`src/rtl/mdu_pkg.sv`:
```
// Shared definitions for the iterative multiply/divide unit.
package mdu_pkg;

    localparam logic [1:0] OP_MULT  = 2'b00;
    localparam logic [1:0] OP_MULTU = 2'b01;
    localparam logic [1:0] OP_DIV   = 2'b10;
    localparam logic [1:0] OP_DIVU  = 2'b11;

    typedef enum logic [1:0] {
        IDLE = 2'b00,
        RUN  = 2'b01,
        FIX  = 2'b10
    } state_t;

    // Divide ops have op[1] set.
    function automatic logic op_is_div(input logic [1:0] op);
        return op[1];
    endfunction

    // Signed ops have op[0] clear.
    function automatic logic op_is_signed(input logic [1:0] op);
        return ~op[0];
    endfunction

endpackage

```
`src/rtl/mdu_step.sv`:
```
// One iteration of the multiply/divide datapath, purely combinational.
// The accumulator is {upper, lower}:
//   multiply: upper = partial sum, lower = remaining multiplier bits
//   divide:   upper = partial remainder, lower = dividend bits / quotient bits
module mdu_step #(
    parameter int WIDTH = 32
) (
    input  logic                 i_div,
    input  logic [2*WIDTH-1:0]   i_acc,
    input  logic [WIDTH-1:0]     i_opb,
    output logic [2*WIDTH-1:0]   o_acc
);

    logic [WIDTH-1:0] w_hi;
    logic [WIDTH-1:0] w_lo;
    logic [WIDTH:0]   w_sum;
    logic [WIDTH:0]   w_diff;

    assign w_hi   = i_acc[2*WIDTH-1:WIDTH];
    assign w_lo   = i_acc[WIDTH-1:0];
    // Add the multiplicand when the current multiplier bit is set; keep the carry.
    assign w_sum  = {1'b0, w_hi} + (w_lo[0] ? {1'b0, i_opb} : {(WIDTH+1){1'b0}});
    // Partial remainder is always below the divisor, so bit WIDTH of the
    // difference is a clean "trial went negative" flag.
    assign w_diff = {w_hi, w_lo[WIDTH-1]} - {1'b0, i_opb};

    // Select shift-add or restoring trial-subtract-shift.
    always_comb begin
        o_acc = '0;
        if (i_div) begin
            if (w_diff[WIDTH])
                o_acc = {w_hi[WIDTH-2:0], w_lo, 1'b0};
            else
                o_acc = {w_diff[WIDTH-1:0], w_lo[WIDTH-2:0], 1'b1};
        end else begin
            o_acc = {w_sum, w_lo[WIDTH-1:1]};
        end
    end

endmodule

```
`src/rtl/mdu_iter.sv`:
```
// Iterative MULT/MULTU/DIV/DIVU unit with HI/LO registers, MTHI/MTLO writes
// and a cancel for pipeline flushes. One iteration per cycle, then a sign
// fix-up cycle that writes HI/LO and pulses done.
module mdu_iter
    import mdu_pkg::*;
#(
    parameter int WIDTH = 32
) (
    input  logic             i_clk,
    input  logic             i_reset,
    input  logic             i_start,
    input  logic [1:0]       i_op,
    input  logic [WIDTH-1:0] i_srca,
    input  logic [WIDTH-1:0] i_srcb,
    input  logic             i_cancel,
    input  logic             i_wr_hi,
    input  logic             i_wr_lo,
    input  logic [WIDTH-1:0] i_wdata,
    output logic             o_busy,
    output logic             o_done,
    output logic             o_div_by_zero,
    output logic [WIDTH-1:0] o_hi,
    output logic [WIDTH-1:0] o_lo
);

    localparam int CW = (WIDTH > 1) ? $clog2(WIDTH) : 1;

    state_t               r_state, w_next;
    logic [CW-1:0]        r_cnt;
    logic [1:0]           r_op;
    logic [2*WIDTH-1:0]   r_acc;
    logic [WIDTH-1:0]     r_opb;
    logic [WIDTH-1:0]     r_srca;
    logic                 r_neg_q;
    logic                 r_neg_r;
    logic [WIDTH-1:0]     r_hi, r_lo;
    logic                 r_done, r_div_by_zero;

    logic                 w_a_neg, w_b_neg;
    logic [WIDTH-1:0]     w_a_mag, w_b_mag;
    logic [2*WIDTH-1:0]   w_step;
    logic [2*WIDTH-1:0]   w_prod;
    logic [WIDTH-1:0]     w_quo, w_rem;
    logic                 w_dbz;
    logic [WIDTH-1:0]     w_fix_hi, w_fix_lo;

    // Operand magnitudes; unsigned ops never see a "negative" operand.
    assign w_a_neg = op_is_signed(i_op) & i_srca[WIDTH-1];
    assign w_b_neg = op_is_signed(i_op) & i_srcb[WIDTH-1];
    assign w_a_mag = w_a_neg ? (~i_srca + 1'b1) : i_srca;
    assign w_b_mag = w_b_neg ? (~i_srcb + 1'b1) : i_srcb;

    mdu_step #(.WIDTH(WIDTH)) u_step (
        .i_div (op_is_div(r_op)),
        .i_acc (r_acc),
        .i_opb (r_opb),
        .o_acc (w_step)
    );

    // Sign fix-up and divide-by-zero override for the result edge.
    always_comb begin
        w_prod   = r_neg_q ? (~r_acc + 1'b1) : r_acc;
        w_quo    = r_neg_q ? (~r_acc[WIDTH-1:0] + 1'b1) : r_acc[WIDTH-1:0];
        w_rem    = r_neg_r ? (~r_acc[2*WIDTH-1:WIDTH] + 1'b1) : r_acc[2*WIDTH-1:WIDTH];
        w_dbz    = op_is_div(r_op) && (r_opb == '0);
        w_fix_hi = w_prod[2*WIDTH-1:WIDTH];
        w_fix_lo = w_prod[WIDTH-1:0];
        if (op_is_div(r_op)) begin
            if (w_dbz) begin
                w_fix_hi = r_srca;
                w_fix_lo = '1;
            end else begin
                w_fix_hi = w_rem;
                w_fix_lo = w_quo;
            end
        end
    end

    // State register.
    always_ff @(posedge i_clk or negedge i_reset) begin
        if (!i_reset) r_state <= IDLE;
        else          r_state <= w_next;
    end

    // Next-state logic; cancel aborts from any busy state.
    always_comb begin
        w_next = r_state;
        case (r_state)
            IDLE: if (i_start) w_next = RUN;
            RUN: begin
                if (i_cancel)          w_next = IDLE;
                else if (r_cnt == '0)  w_next = FIX;
            end
            FIX:     w_next = IDLE;
            default: w_next = IDLE;
        endcase
    end

    // Datapath: operand capture, iteration, result write and MTHI/MTLO.
    always_ff @(posedge i_clk or negedge i_reset) begin
        if (!i_reset) begin
            r_cnt         <= '0;
            r_op          <= OP_MULT;
            r_acc         <= '0;
            r_opb         <= '0;
            r_srca        <= '0;
            r_neg_q       <= 1'b0;
            r_neg_r       <= 1'b0;
            r_hi          <= '0;
            r_lo          <= '0;
            r_done        <= 1'b0;
            r_div_by_zero <= 1'b0;
        end else begin
            r_done <= 1'b0;
            case (r_state)
                IDLE: begin
                    if (i_start) begin
                        r_op    <= i_op;
                        r_acc   <= {{WIDTH{1'b0}}, w_a_mag};
                        r_opb   <= w_b_mag;
                        r_srca  <= i_srca;
                        r_neg_q <= w_a_neg ^ w_b_neg;
                        r_neg_r <= w_a_neg;
                        r_cnt   <= CW'(WIDTH - 1);
                    end else begin
                        if (i_wr_hi) r_hi <= i_wdata;
                        if (i_wr_lo) r_lo <= i_wdata;
                    end
                end
                RUN: begin
                    if (!i_cancel) begin
                        r_acc <= w_step;
                        if (r_cnt != '0) r_cnt <= r_cnt - CW'(1);
                    end
                end
                FIX: begin
                    if (!i_cancel) begin
                        r_hi          <= w_fix_hi;
                        r_lo          <= w_fix_lo;
                        r_done        <= 1'b1;
                        r_div_by_zero <= w_dbz;
                    end
                end
                default: ;
            endcase
        end
    end

    assign o_busy        = (r_state != IDLE);
    assign o_done        = r_done;
    assign o_div_by_zero = r_div_by_zero;
    assign o_hi          = r_hi;
    assign o_lo          = r_lo;

endmodule
```
`config.mk`:
```
export PLATFORM = sky130hd
export DESIGN_NAME = mdu_iter
export DESIGN_NICKNAME = d
export VERILOG_FILES = /design/src/rtl/mdu_pkg.sv /design/src/rtl/mdu_step.sv /design/src/rtl/mdu_iter.sv
export SDC_FILE = /design/constraint.sdc
export NUM_CORES = 1
export LEC_CHECK = 0
export CAP_MARGIN = 20
export CORE_MARGIN = 2
export CORE_UTILIZATION = 53
export CTS_CLUSTER_SIZE = 25
export DETAILED_ROUTE_END_ITERATION = 10
export PLACE_DENSITY_LB_ADDON = 0.12
export SLEW_MARGIN = 20
export SYNTH_ARGS = -nofsm -noshare
export SYNTH_HDL_FRONTEND = slang
export SYNTH_HIERARCHICAL = 1
export SYNTH_SLANG_ARGS = --single-unit
```
`constraint.sdc`:
```
create_clock -name i_clk -period 3.26 [get_ports i_clk]
set_input_delay 0.489 -clock i_clk [delete_from_list [all_inputs] [get_ports i_clk]]
set_output_delay 0.489 -clock i_clk [all_outputs]
set_load 0.01 [all_outputs]
```
==> flow_metrics.tcl <==
set metrics [dict create \
    status "finished, violations left" \
    failed_checks "negative hold slack, negative setup slack" \
    synth_seq_cells 204 \
    syn_avg_cell_area_um2 7.671 \
    arrival_ps 3880 \
    cp_data_required_time_ps 3690 \
    period_share_pct 106.0 \
    switchingPower_mw 9.429 \
    synth_flop_cell "dfrtp_1" \
    track_usage_pct 37.73 \
    mostFrequentLayoutCell "nand2_1" \
    port-buffer-count 170 \
    detail-route-antenna-nets 0 \
    finalSetupViolCount 32 \
    p_seq_share_pct 20.4 \
    dp.cells 2883 \
    clkPwrFrac_pct 14.3 \
    crit_fanout 4 \
    overflow 0 \
    powerDensity_nw_per_um2 923.4 \
    vias 18470 \
    grt_pass1_wl_um 99000 \
    netlist_area_um2 17250 \
    vias_per_cell 6.271 \
    multi_input_area_um2 11740 \
    fin_cells 2945 \
    reg2regPathDepth 16 \
    die_h_um 184.4 \
    grt_antenna_before_repair 1 \
    drc 0 \
    hold_viol_final 12 \
    fin_hold_ws_ps -32.23 \
    synth_edf_count 0 \
    drive_above_1_share_pct 15.62 \
    area_delta_synth_final_pct 26.34 \
    initialDrtViolationCount 2098 \
    fillers 2775 \
    final_max_slew_viol_count 0 \
    syn_inst 2249 \
    worst_slack_ps -195.3 \
    end_kind "flip-flop" \
    yosys_warnings 6 \
    hp-class "in2async" \
    placed_area_um2 20350 \
    ir_drop_mv 0.4904 \
    clock-root-buffer "clkbuf_16" \
    async_flop_share_pct 100.0 \
    internal_power_mw 10.70 \
    dp_hpwl_um 48710 \
    drv_cap 0 \
    worstMarginPinSlew_ps 828.1 \
    clock_sinks 204 \
    fp.coreArea_um2 32290 \
    max_freq_ghz 0.2894 \
    cts.hold.buffers_added 0 \
    fin_skew_ps 32.26 \
    core.rowCount 66 \
    grt_pass1_vias 17370 \
    final_cell_mix "335 x nand2_1, 201 x dfrtp_1, 182 x o21ai_0" \
    period_minus_slack_ps 3455 \
    finalWeightedCongestion 0.9913 \
    comb_power_share_pct 65.2 \
    r2r_setup_slack_ps -200 \
    ios 171 \
    drt-total-wl_um 64990 \
    antenna_cells 0 \
    worstSkewPairLatency_ps 550 \
    grt_start_max_net_pins 111 \
    timing.rr.end "r_acc[45]$_DFFE_PN0P_" \
    fin_area_um2 21800 \
    start_util_pct 53.43 \
    fp.dieW_um 184.4 \
    max_slew_margin_pct 44.80 \
    cts_buffers 25 \
    ys_types 81 \
    crit_type "reg2reg" \
    switching_share_pct 46.85 \
    wl_per_cell_um 22.07 \
    rsz0062_at_grt "yes" \
    start_kind "flip-flop" \
    p_leak_nw 9.414 \
    r2r_start "r_opb[0]$_DFFE_PN0P_" \
    dr.pass1.iters 6 \
    nets 2661 \
    synth_nets 2425 \
    yosysSeqAreaShare_pct 29.59 \
    clk_pin_slew_ps 70 \
    regArea_um2 5111 \
    tritoncts "yes" \
    clockBufferDepth 3 \
    die-area_um2 34010 \
    htree_levels 1 \
]
## per-layer routing
metal  wire length (µm)  vias to the layer above  GRT usage, %  part of all wire (%)
met2              27810                      930         55.79                    43
met1              27210                     8899         51.91                    42
met3               7923                      136         13.00                    12
li1                   -                     8502             -                     -
met5                  0                        -             0                     0
met4               2058                        0         11.26                   3.2
## area by class of cell
cell class | instances | area share [%]
timing repair buffer | 357 | 15.13
multi-input combinational | 1825 | 53.84
clock buffer | 30 | 3.048
sequential | 204 | 23.45
inverter | 72 | 1.240
tap | 442 | 2.537
clock inverter | 15 | 0.7577
## synth_stat cells (all sizes together) (8+ instances only)
cell,n,area [µm²]
and3,16,100.1
or4,28,221.5
mux2i,18,180.2
o211ai,22,165.2
nand2b,18,112.6
a211oi,19,152.6
a21o,30,225.2
clkbuf,131,493.0
nor3,56,280.3
o21a,17,127.6
o21bai,8,60.06
inv,70,262.8
o41ai,26,235.2
nand4,17,106.4
o21ai,199,999.7
o31ai,35,267.8
xnor2,108,945.9
or2,18,112.6
ha,70,875.8
a31oi,13,81.33
xor2,71,640.6
nor4,30,193.9
o221ai,16,146.4
buf,17,93.84
or3,38,239.0
a21oi,175,875.8
nand2,338,1269
a211o,9,78.83
dfrtp,204,5105
nor2,171,641.9
mux2,43,488.0
o22ai,22,137.6
and2,37,231.5
nand3,74,370.4
nor2b,16,100.1
## per-stage QoR
step	power [mW]	setup TNS [ps]	setup WS, ps	util [%]	hold WS (ps)
final	20.13	-2692	-195.3	67.51	-32.23
after floorplan	11.21	0	42.89	-	193.4
after global placement	15.20	-521.0	-83.90	63.04	457.6
after global routing	21.26	-6869	-317.4	67.51	40.04
after detailed placement	15.38	-2159	-146.6	63.04	459.2
after CTS	19.02	-964.2	-112.1	66.52	14.21
## flip-flops by register name (all words and copies together) (netlist names)
name           cells
o_div_by_zero      1
r_opb             32
o_done             1
o_lo              32
r_op               1
r_neg_q            1
r_acc             64
o_hi              32
r_neg_r            1
r_state            2
r_cnt              5
r_srca            32
## critical path: stages (launching register included)
cell and delay [ps]:
dfrtp_1 410, ha_4 180, fa_2 360, nor2b_4 160
o31ai_4 80, a211oi_2 270, o31a_1 300, o21ai_2 100
o311a_4 340, xor2_4 260, bufbuf_16 310, buf_4 120
nor2_2 40, a21oi_1 140, a21oi_1 100, nand3_1 90
nand2_1 70
## power groups by stage
| stage | sequential (mW) | combinational (mW) | clock (mW) |
|---|---|---|---|
| 2_1_floorplan | 3.97 | 7.25 | 0 |
| 3_3_place_gp | 4.07 | 11.1 | 0 |
| 3_5_place_dp | 4.09 | 11.3 | 0 |
| 4_1_cts | 4.05 | 12.1 | 2.90 |
| 5_1_grt | 4.18 | 14.1 | 3.00 |
| 6_report | 4.11 | 13.1 | 2.89 |
## cell families (layout without fill, tap and decap cells)
kind of cell	Yosys count	in the layout	synth area share (%)
DFF	204	204	29.59
muxes	61	61	3.873
and+or+nand+nor	876	876	24.00
buffers and inverters	220	474	4.968
adders and majority gates	72	72	5.309
AOI/OAI and AO/OA	637	637	23.06
xor gates and xnor gates	179	179	9.196
## how the worst max path moves through the flow
stage | from | endpoint | slack [ps] | cells past startpoint
floorplan | r_acc[0]$_DFFE_PN0P_ | r_acc[63]$_DFFE_PN0P_ | 40 | 16
global placement | r_opb[0]$_DFFE_PN0P_ | r_acc[63]$_DFFE_PN0P_ | -80 | 16
detailed placement | r_acc[31]$_DFFE_PN0P_ | r_acc[55]$_DFFE_PN0P_ | -150 | 17
CTS | r_opb[0]$_DFFE_PN0P_ | r_acc[51]$_DFFE_PN0P_ | -110 | 16
global route | r_acc[31]$_DFFE_PN0P_ | r_acc[45]$_DFFE_PN0P_ | -320 | 17
finish | r_opb[0]$_DFFE_PN0P_ | r_acc[45]$_DFFE_PN0P_ | -200 | 16
## repair_timing
| item | 4_1_cts | 5_1_grt |
|---|---|---|
| setup buffers | 9 | 5 |
| gates cloned | 4 | 1 |
| pin swaps | 28 | 48 |
| gates resized for setup | 33 | 72 |
| hold endpoints to repair | 0 | 0 |
| endpoints found under the setup margin | 33 | 40 |
(Power assumes the default switching activity.)
